--- config.mk ---
export PLATFORM = sky130hd
export DESIGN_NAME = axi_lite_arbiter
export DESIGN_NICKNAME = d
export VERILOG_FILES = /design/src/rtl/axi_lite_arbiter.sv
export SDC_FILE = /design/constraint.sdc
export NUM_CORES = 1
export LEC_CHECK = 0
export CORE_MARGIN = 4
export CORE_UTILIZATION = 28
export DETAILED_ROUTE_END_ITERATION = 6
export GPL_TIMING_DRIVEN = 0
export MAX_ROUTING_LAYER = met4
export PLACE_DENSITY = 0.69
export RECOVER_POWER = 25
export SKIP_LAST_GASP = 1
export SLEW_MARGIN = 20
export SYNTH_ARGS = -nofsm -noshare
export SYNTH_HDL_FRONTEND = slang
export SYNTH_SLANG_ARGS = --single-unit
--- constraint.sdc ---
create_clock -name clk -period 1.6 [get_ports clk]
set_input_delay 0.32 -clock clk [delete_from_list [all_inputs] [get_ports clk]]
set_output_delay 0.32 -clock clk [all_outputs]
set_load 0.05 [all_outputs]
--- src/rtl/axi_lite_arbiter.sv ---
// Two-requester AXI-Lite master arbiter: grants one local request at a time
// and runs a single-beat AXI-Lite read or write for it.
// Ports: clk, resetn (sync, active-low); req0_*/req1_* valid/write/addr/wdata
// in, ready/done/rdata/resp out; m_aw*/m_w*/m_b*/m_ar*/m_r* AXI-Lite master.
// Build option: define ARB_FIXED_PRIO_EN for fixed priority (req0 wins ties);
// round-robin when undefined.
module axi_lite_arbiter #(
    parameter int ADDR_W = 8,
    parameter int DATA_W = 32
) (
    input  logic              clk,
    input  logic              resetn,
    input  logic              req0_valid,
    input  logic              req0_write,
    input  logic [ADDR_W-1:0] req0_addr,
    input  logic [DATA_W-1:0] req0_wdata,
    output logic              req0_ready,
    output logic              req0_done,
    output logic [DATA_W-1:0] req0_rdata,
    output logic [1:0]        req0_resp,
    input  logic              req1_valid,
    input  logic              req1_write,
    input  logic [ADDR_W-1:0] req1_addr,
    input  logic [DATA_W-1:0] req1_wdata,
    output logic              req1_ready,
    output logic              req1_done,
    output logic [DATA_W-1:0] req1_rdata,
    output logic [1:0]        req1_resp,
    output logic              m_awvalid,
    output logic [ADDR_W-1:0] m_awaddr,
    input  logic              m_awready,
    output logic              m_wvalid,
    output logic [DATA_W-1:0] m_wdata,
    input  logic              m_wready,
    input  logic              m_bvalid,
    input  logic [1:0]        m_bresp,
    output logic              m_bready,
    output logic              m_arvalid,
    output logic [ADDR_W-1:0] m_araddr,
    input  logic              m_arready,
    input  logic              m_rvalid,
    input  logic [DATA_W-1:0] m_rdata,
    input  logic [1:0]        m_rresp,
    output logic              m_rready
);

    typedef enum logic [2:0] {
        IDLE,
        WR_ADDR,
        WR_RESP,
        RD_ADDR,
        RD_RESP
    } state_t;

    state_t              state_q, state_d;
    logic                wr_q, wr_d;
    logic [ADDR_W-1:0]   addr_q, addr_d;
    logic [DATA_W-1:0]   wdata_q, wdata_d;
    logic                idx_q, idx_d;
    logic                aw_done_q, aw_done_d;
    logic                w_done_q, w_done_d;
    logic                done0_q, done0_d;
    logic                done1_q, done1_d;
    logic [DATA_W-1:0]   rdata0_q, rdata0_d;
    logic [DATA_W-1:0]   rdata1_q, rdata1_d;
    logic [1:0]          resp0_q, resp0_d;
    logic [1:0]          resp1_q, resp1_d;
`ifndef ARB_FIXED_PRIO_EN
    // 1 means req1 held the most recent grant
    logic                last_grant_q, last_grant_d;
`endif

    logic gnt0, gnt1, accept;
    logic aw_hs, w_hs, b_hs, ar_hs, r_hs;

    always_comb begin
`ifdef ARB_FIXED_PRIO_EN
        gnt0 = req0_valid;
`else
        gnt0 = req0_valid && (!req1_valid || last_grant_q);
`endif
        gnt1 = req1_valid && !gnt0;
    end

    assign req0_ready = (state_q == IDLE) && gnt0 && resetn;
    assign req1_ready = (state_q == IDLE) && gnt1 && resetn;
    assign accept     = req0_ready || req1_ready;

    // AXI valids come only from registered state, never from a ready
    assign m_awvalid = (state_q == WR_ADDR) && !aw_done_q;
    assign m_wvalid  = (state_q == WR_ADDR) && !w_done_q;
    assign m_bready  = (state_q == WR_RESP);
    assign m_arvalid = (state_q == RD_ADDR);
    assign m_rready  = (state_q == RD_RESP);
    assign m_awaddr  = addr_q;
    assign m_araddr  = addr_q;
    assign m_wdata   = wdata_q;

    assign aw_hs = m_awvalid && m_awready;
    assign w_hs  = m_wvalid && m_wready;
    assign b_hs  = m_bvalid && m_bready;
    assign ar_hs = m_arvalid && m_arready;
    assign r_hs  = m_rvalid && m_rready;

    assign req0_done  = done0_q;
    assign req1_done  = done1_q;
    assign req0_rdata = rdata0_q;
    assign req1_rdata = rdata1_q;
    assign req0_resp  = resp0_q;
    assign req1_resp  = resp1_q;

    always_comb begin
        state_d   = state_q;
        wr_d      = wr_q;
        addr_d    = addr_q;
        wdata_d   = wdata_q;
        idx_d     = idx_q;
        aw_done_d = aw_done_q;
        w_done_d  = w_done_q;
        done0_d   = 1'b0;
        done1_d   = 1'b0;
        rdata0_d  = rdata0_q;
        rdata1_d  = rdata1_q;
        resp0_d   = resp0_q;
        resp1_d   = resp1_q;
`ifndef ARB_FIXED_PRIO_EN
        last_grant_d = last_grant_q;
`endif
        unique case (state_q)
            IDLE: begin
                if (accept) begin
                    wr_d      = gnt1 ? req1_write : req0_write;
                    addr_d    = gnt1 ? req1_addr  : req0_addr;
                    wdata_d   = gnt1 ? req1_wdata : req0_wdata;
                    idx_d     = gnt1;
                    aw_done_d = 1'b0;
                    w_done_d  = 1'b0;
                    state_d   = wr_d ? WR_ADDR : RD_ADDR;
`ifndef ARB_FIXED_PRIO_EN
                    last_grant_d = gnt1;
`endif
                end
            end
            WR_ADDR: begin
                // aw and w complete independently, possibly together
                aw_done_d = aw_done_q || aw_hs;
                w_done_d  = w_done_q || w_hs;
                if (aw_done_d && w_done_d) begin
                    state_d = WR_RESP;
                end
            end
            WR_RESP: begin
                if (b_hs) begin
                    state_d = IDLE;
                    if (idx_q) begin
                        done1_d = 1'b1;
                        resp1_d = m_bresp;
                    end else begin
                        done0_d = 1'b1;
                        resp0_d = m_bresp;
                    end
                end
            end
            RD_ADDR: begin
                if (ar_hs) begin
                    state_d = RD_RESP;
                end
            end
            RD_RESP: begin
                if (r_hs) begin
                    state_d = IDLE;
                    if (idx_q) begin
                        done1_d  = 1'b1;
                        rdata1_d = m_rdata;
                        resp1_d  = m_rresp;
                    end else begin
                        done0_d  = 1'b1;
                        rdata0_d = m_rdata;
                        resp0_d  = m_rresp;
                    end
                end
            end
            default: state_d = IDLE;
        endcase
    end

    always_ff @(posedge clk) begin
        if (!resetn) begin
            state_q   <= IDLE;
            wr_q      <= 1'b0;
            addr_q    <= '0;
            wdata_q   <= '0;
            idx_q     <= 1'b0;
            aw_done_q <= 1'b0;
            w_done_q  <= 1'b0;
            done0_q   <= 1'b0;
            done1_q   <= 1'b0;
            rdata0_q  <= '0;
            rdata1_q  <= '0;
            resp0_q   <= '0;
            resp1_q   <= '0;
`ifndef ARB_FIXED_PRIO_EN
            last_grant_q <= 1'b1;
`endif
        end else begin
            state_q   <= state_d;
            wr_q      <= wr_d;
            addr_q    <= addr_d;
            wdata_q   <= wdata_d;
            idx_q     <= idx_d;
            aw_done_q <= aw_done_d;
            w_done_q  <= w_done_d;
            done0_q   <= done0_d;
            done1_q   <= done1_d;
            rdata0_q  <= rdata0_d;
            rdata1_q  <= rdata1_d;
            resp0_q   <= resp0_d;
            resp1_q   <= resp1_d;
`ifndef ARB_FIXED_PRIO_EN
            last_grant_q <= last_grant_d;
`endif
        end
    end

endmodule
======== Word-level counts from Yosys, hierarchy flattened ========
Cells that the tools add are included.
storage, ports and cells
  output and inout bits ................... 125
  input bits .............................. 127
  word-level logic and storage cells ...... 90
  flip-flop bits (word level) ............. 117
cells by class
  multiplexer cells ....................... 31
  bitwise operators ....................... 1
  equal/unequal tests ..................... 13
  reduce and logical (&&, ||, !) cells .... 32
operators by type and width
  kind                                                   number
  2-to-1 mux 32 bit                                      1
  2-to-1 mux 2 bit                                       9
  2-to-1 mux 3 bit                                       5
  one-hot mux 3 bit (5 select lines)                     1
  AND reduction 5 bit                                    3
  logical AND 1 bit                                      14
  inequality test 2 x 1 -> 1 bit, second input constant  6
  2-to-1 mux 1 bit                                       8
  2-to-1 mux 8 bit                                       1
  one-hot mux 1 bit (2 select lines)                     4
  one-hot mux 2 bit (2 select lines)                     2
  == test 3 x 2 -> 1 bit, second input constant          2
  inequality test 2 bit, second input constant           3
  AND reduction 3 bit                                    2
  zero test 1 bit                                        4
  logical OR 1 bit                                       4
  AND reduction 2 bit                                    2
  nonzero test 2 bit                                     2
  == test 3 x 1 -> 1 bit, second input constant          1
  == test 3 bit, second input constant                   1
  zero test 3 bit                                        1
  inverter 1 bit                                         1

======== Logic depth before layout (Yosys ltp) ========
Gate-level depths: netlist of run 1.
  depth in word-level cells ............... 10
  gate-level depth with buffers ........... 7
  gate-level depth less buffers ........... 4

======== Worst setup path after synthesis of run 1 ========
OpenSTA, ideal clock, no wires.
  path type ............................... input -> register
  start point ............................. in resetn
  end point ............................... reg last_grant_q
  stages on the path ...................... 5
  setup time .............................. 0.184 ns
  required time ........................... 1.416 ns
  data arrival time ....................... 2.510 ns
  slack ................................... -1.094 ns
  path buffers ............................ 2
  path through ............................ clkbuf_1 > or4b_1 > buf_2 > a211oi_1 > o221ai_1
between the ends
  cells in the longest elaborated chain, start to end .. 3
  elaborated cells on any way between the ends .. 4
  classes of those cells .................. 4 x reduce/logical
RTL lines
  what                                  line  RTL
  start: declaration                    12    input logic resetn,
  logical AND 1 bit                     85    assign req0_ready = (state_q == IDLE) && gnt0 && resetn;
  named net req0_ready                  17    output logic req0_ready,
  logical OR 1 bit                      87    assign accept = req0_ready || req1_ready;
  AND reduction 2 bit (no source line)  --
  end signal: assignment                220   last_grant_q <= last_grant_d;
  end: declaration                      70    logic last_grant_q, last_grant_d;
The timed path passes the listed nets, and every way through them passes these cells.
A chain may end at the register's enable or synchronous reset.

======== Worst setup path in the final report of run 1 ========
  start point ............................. reg state_q[1]
  end point ............................... out req0_ready
between the ends
  cells in the longest elaborated chain, start to end .. 3
RTL lines
  what                             line  RTL
  start: declaration               55    state_t state_q, state_d;
  start signal: assignment         206   state_q <= state_d;
  zero test 3 bit                  --
  logical AND 1 bit (2 in series)  85
  end: declaration                 17
No other way between the ends.

==> results of run 1 <==
-- metrics by stage --
step,setup TNS [ns],util (%),hold WS [ns]
6_report,-14.83,55.7,0.374
2_1_floorplan,-16.94,-,0.461
4_1_cts,-8.73,52.7,0.453
3_5_place_dp,-49.33,46.7,0.450
5_1_grt,-20.89,55.7,0.393
3_3_place_gp,-47.13,46.7,0.445
-- where the power goes --
group | switching (mW) | total, mW | leakage, nW | internal [mW]
clock network | 1.33 | 4.00 | 0.300 | 2.67
registers | 0.153 | 3.26 | 0.954 | 3.11
logic | 1.59 | 2.67 | 2.26 | 1.08
-- routing by layer --
layer | routed length [um] | part of all wire (%)
met5 | 0 | 0
met4 | 117 | 0.63
met3 | 1660 | 8.9
met2 | 9310 | 50
met1 | 7540 | 40
-- timing repair --
| item | CTS | global route |
|---|---|---|
| buffers inserted | 12 | 15 |
| pin swaps | 6 | 13 |
| gates cloned | 5 | 10 |
| endpoints found under the setup margin | 232 | 175 |
| resized for setup | 362 | 274 |
-- cell usage in the layout (no fill, tap or decap), drive strengths merged, types with 2 or more instances in the layout --
| cell type | synthesis | routed |
|---|---|---|
| clkdlybuf4s15 | 0 | 51 |
| a311oi | 5 | 5 |
| inv | 7 | 7 |
| clkdlybuf4s50 | 0 | 122 |
| clkbuf | 33 | 109 |
| a22oi | 2 | 2 |
| buf | 25 | 77 |
| nand2 | 116 | 116 |
| mux2i | 2 | 2 |
| bufinv | 0 | 4 |
| nand3 | 68 | 70 |
| o21ai | 106 | 106 |
| nor2b | 2 | 2 |
| nor2 | 13 | 14 |
| clkinv | 0 | 4 |
| dfxtp | 117 | 117 |
| a21oi | 9 | 9 |
| a211oi | 3 | 3 |
| a31oi | 40 | 40 |
| nor3 | 2 | 2 |
-- layout make-up --
type,count,area share (%)
clock buffer,22,5.24
clock inverter,9,1.71
sequential,117,26.6
inverter,7,0.325
tap,216,3.05
buffer,52,4.56
multi-input combinational,382,26.9
timing repair buffer,289,31.6
-- worst max path at each step --
stage                  to  cells past startpoint
3_3_place_gp   req1_ready                      6
6_report       req0_ready                      3
2_1_floorplan  req0_ready                      4
5_1_grt        req0_ready                      3
4_1_cts        req0_ready                      3
3_5_place_dp   req1_ready                      6
-- cell families (layout without fill, tap and decap cells) --
logic type,count (synthesis),after routing
and+or+nand+nor,206,209
buffers and inverters,65,379
muxes,2,2
AOI/OAI and AO/OA,171,171
DFF,117,117
-- sequential cells by signal (all words and copies together), names as in the netlist, 2 cells and up --
signal	flops
req1_rdata	32
m_araddr	8
req0_rdata	32
m_wdata	32
req0_resp	2
req1_resp	2
state_q	3
-- critical path: cells and delay by family (launching register included) --
family                 cells  cell delay, ns
and+or+nand+nor            1            0.58
DFF                        1            0.34
AOI/OAI and AO/OA          1            0.21
buffers and inverters      1            0.20
==> impl_results.md, run 1 <==
- Hold Path Origin: req0_valid
- Post-synth top area share: about half
- Synth Instances: approximately 560
- Power, Total: 9.93 mW
- Most used DFF post-synth: dfxtp_1
- Top post-synthesis cells by area: dfxtp_1 52%, nand2_1 9.6%, nand3_1 7.5%
- Tcrit/Tclk final: 128%
- YS warnings: 0
- Hold Path Class: in -> reg
- Dpl cells: slightly above 1k
- FF-to-FF Start: state_q[1]
- Area fraction in compound gates after synthesis: roughly a fifth
- Proportion of layout cells with a drive suffix above 1: about 36%
- Syn avg cell area: ~8.1 sq um
- WHS Endpoint: idx_q
- Die area: between 15000 and 20000 sq um
- Die height: around 140 um
- Simple-gate share of the synthesized area: 20.0%
- DR iter-0 viols: 231
- Slew margin rel.: 46.6%
- Final Slew Violations: 0
- Sinks on Clock Net: between 100 and 150
- Vias per cell: between 4 and 5
- Clock transition at path regs: around 0.050 ns
- DP Area: around 7400 sq um
- Outcome: finished, violations left
- GRT Max-Usage Layer: met2
- PwrDens: around 1100 nW/um^2
- Final ANT Viol Nets: 0
- Synth cell count leaders: 117 x dfxtp_1, 116 x nand2_1, 68 x nand3_1
- Number of global-route vias before repair: about 5.1k
- CP peak stage delay: 0.58 ns
- RSZ-0062 raised after global routing: true
- H-tree levels: 4
- Fillers: approximately 1.5k
- Sequence of cells on the critical path: or4b_4, a211oi_4, buf_6
- Gpl congestion: roughly 0.85
- Post-DP HPWL: between 10000 and 15000 um
- FFs w/ async S/R, synth: 0%
- Xor/xnor cell area share of the yosys netlist: 0%
- Startpoint type of the worst setup path: flip-flop
- WL final: approximately 19000 um
- Count leader, synth: dfxtp_1
- First-pass GRT wire length: between 20000 and 30000 um
- Nets: about 1000
- Initial core utilization: between 20 and 30%
- Worst ir drop on vdd: about 700 uV
- Final Setup Violations: 96
- Worst slew pin tran: 0.801 ns
- Register area: ~2400 sq um
- Gr usage total: 19.4%
- Post-Synth Adder-Cell Area: 0%
- Max clock buf depth: 2
- CTS Root Cell: clkbuf_16
- CP Capture Type: output pin
- Largest net degree at the start of global routing: 17
- Pre-antenna DRT Iters: 5
- WS Path Type: reg -> out
- Total congestion overflow: 0
- Crit path time final: ~2 ns
- Number of CTS-inserted buffers: 17
- Multi-input gate area: between 2000 and 2500 sq um
- Worst reg-to-reg setup slack: -0.32 ns
- DRC: 0
- Final Non-Filler Cells: ~1.1k
- Critical path peak fanout: 3
- Seq/Total Area, Yosys: 51.5%
- Clk_skew: about 0.0052 ns
- Met1 GRT Util: about 22%
- CTS tree: built
- GR Util met2: approximately a third
- Fmax achieved: around 500 MHz
- Drt wl/cell: 17.0 um
- Ant. Diodes: 0
- Crit path launch: state_q[1]
- Layout area overhead: 94.8%
- Core footprint: 15900 sq um
- GRT met3 Usage: 7.17%
- Combinational family with the most area after synthesis: compound AO/OA/AOI/OAI gates
- CP required: ~1.3 ns
- Final Hold Vio Count: 0
- R2R cell count: 8
- Worst skew pair latency: roughly 0.4 ns
- Critical path's slowest cell: or4b_4
- Port Buffers: 250
- WP data arrival: approximately 1.7 ns
- Net count after synthesis: a little under 700
- Number of synthesized flops with an enable pin: 0
- Post-route setup slack: -0.455 ns
- P_leak: 3.52 nW
- Fin area: approximately 8900 sq um
- Worst hold stages: 4
- Violated checks: negative setup slack
- Post-Syn Area: around 4500 sq um
- I/O pin cnt: ~250
- Row count: 46
- Yosys top cell by area: dfxtp_1
- Die width: between 100 and 150 um
- Max Cap Violations: 0
- Post-synthesis mux area share: less than 1%
- Hold_buf cts: 0
- Reg-to-Reg End: m_wdata[7]
- Placement Setup Slack: -1.34 ns
- Via Count: between 5k and 6k
- Initial antenna violation count: 0
- Seq cells post-synth: 117
- Yosys cell types: 32
Power figures use the tool's default switching activity.
==> run 2: changes to the inputs <==
Settings changed: HOLD_SLACK_MARGIN set to 0.02.
==> results of run 2 <==
Final layout, timing and power as in run 1 (identical DEF).
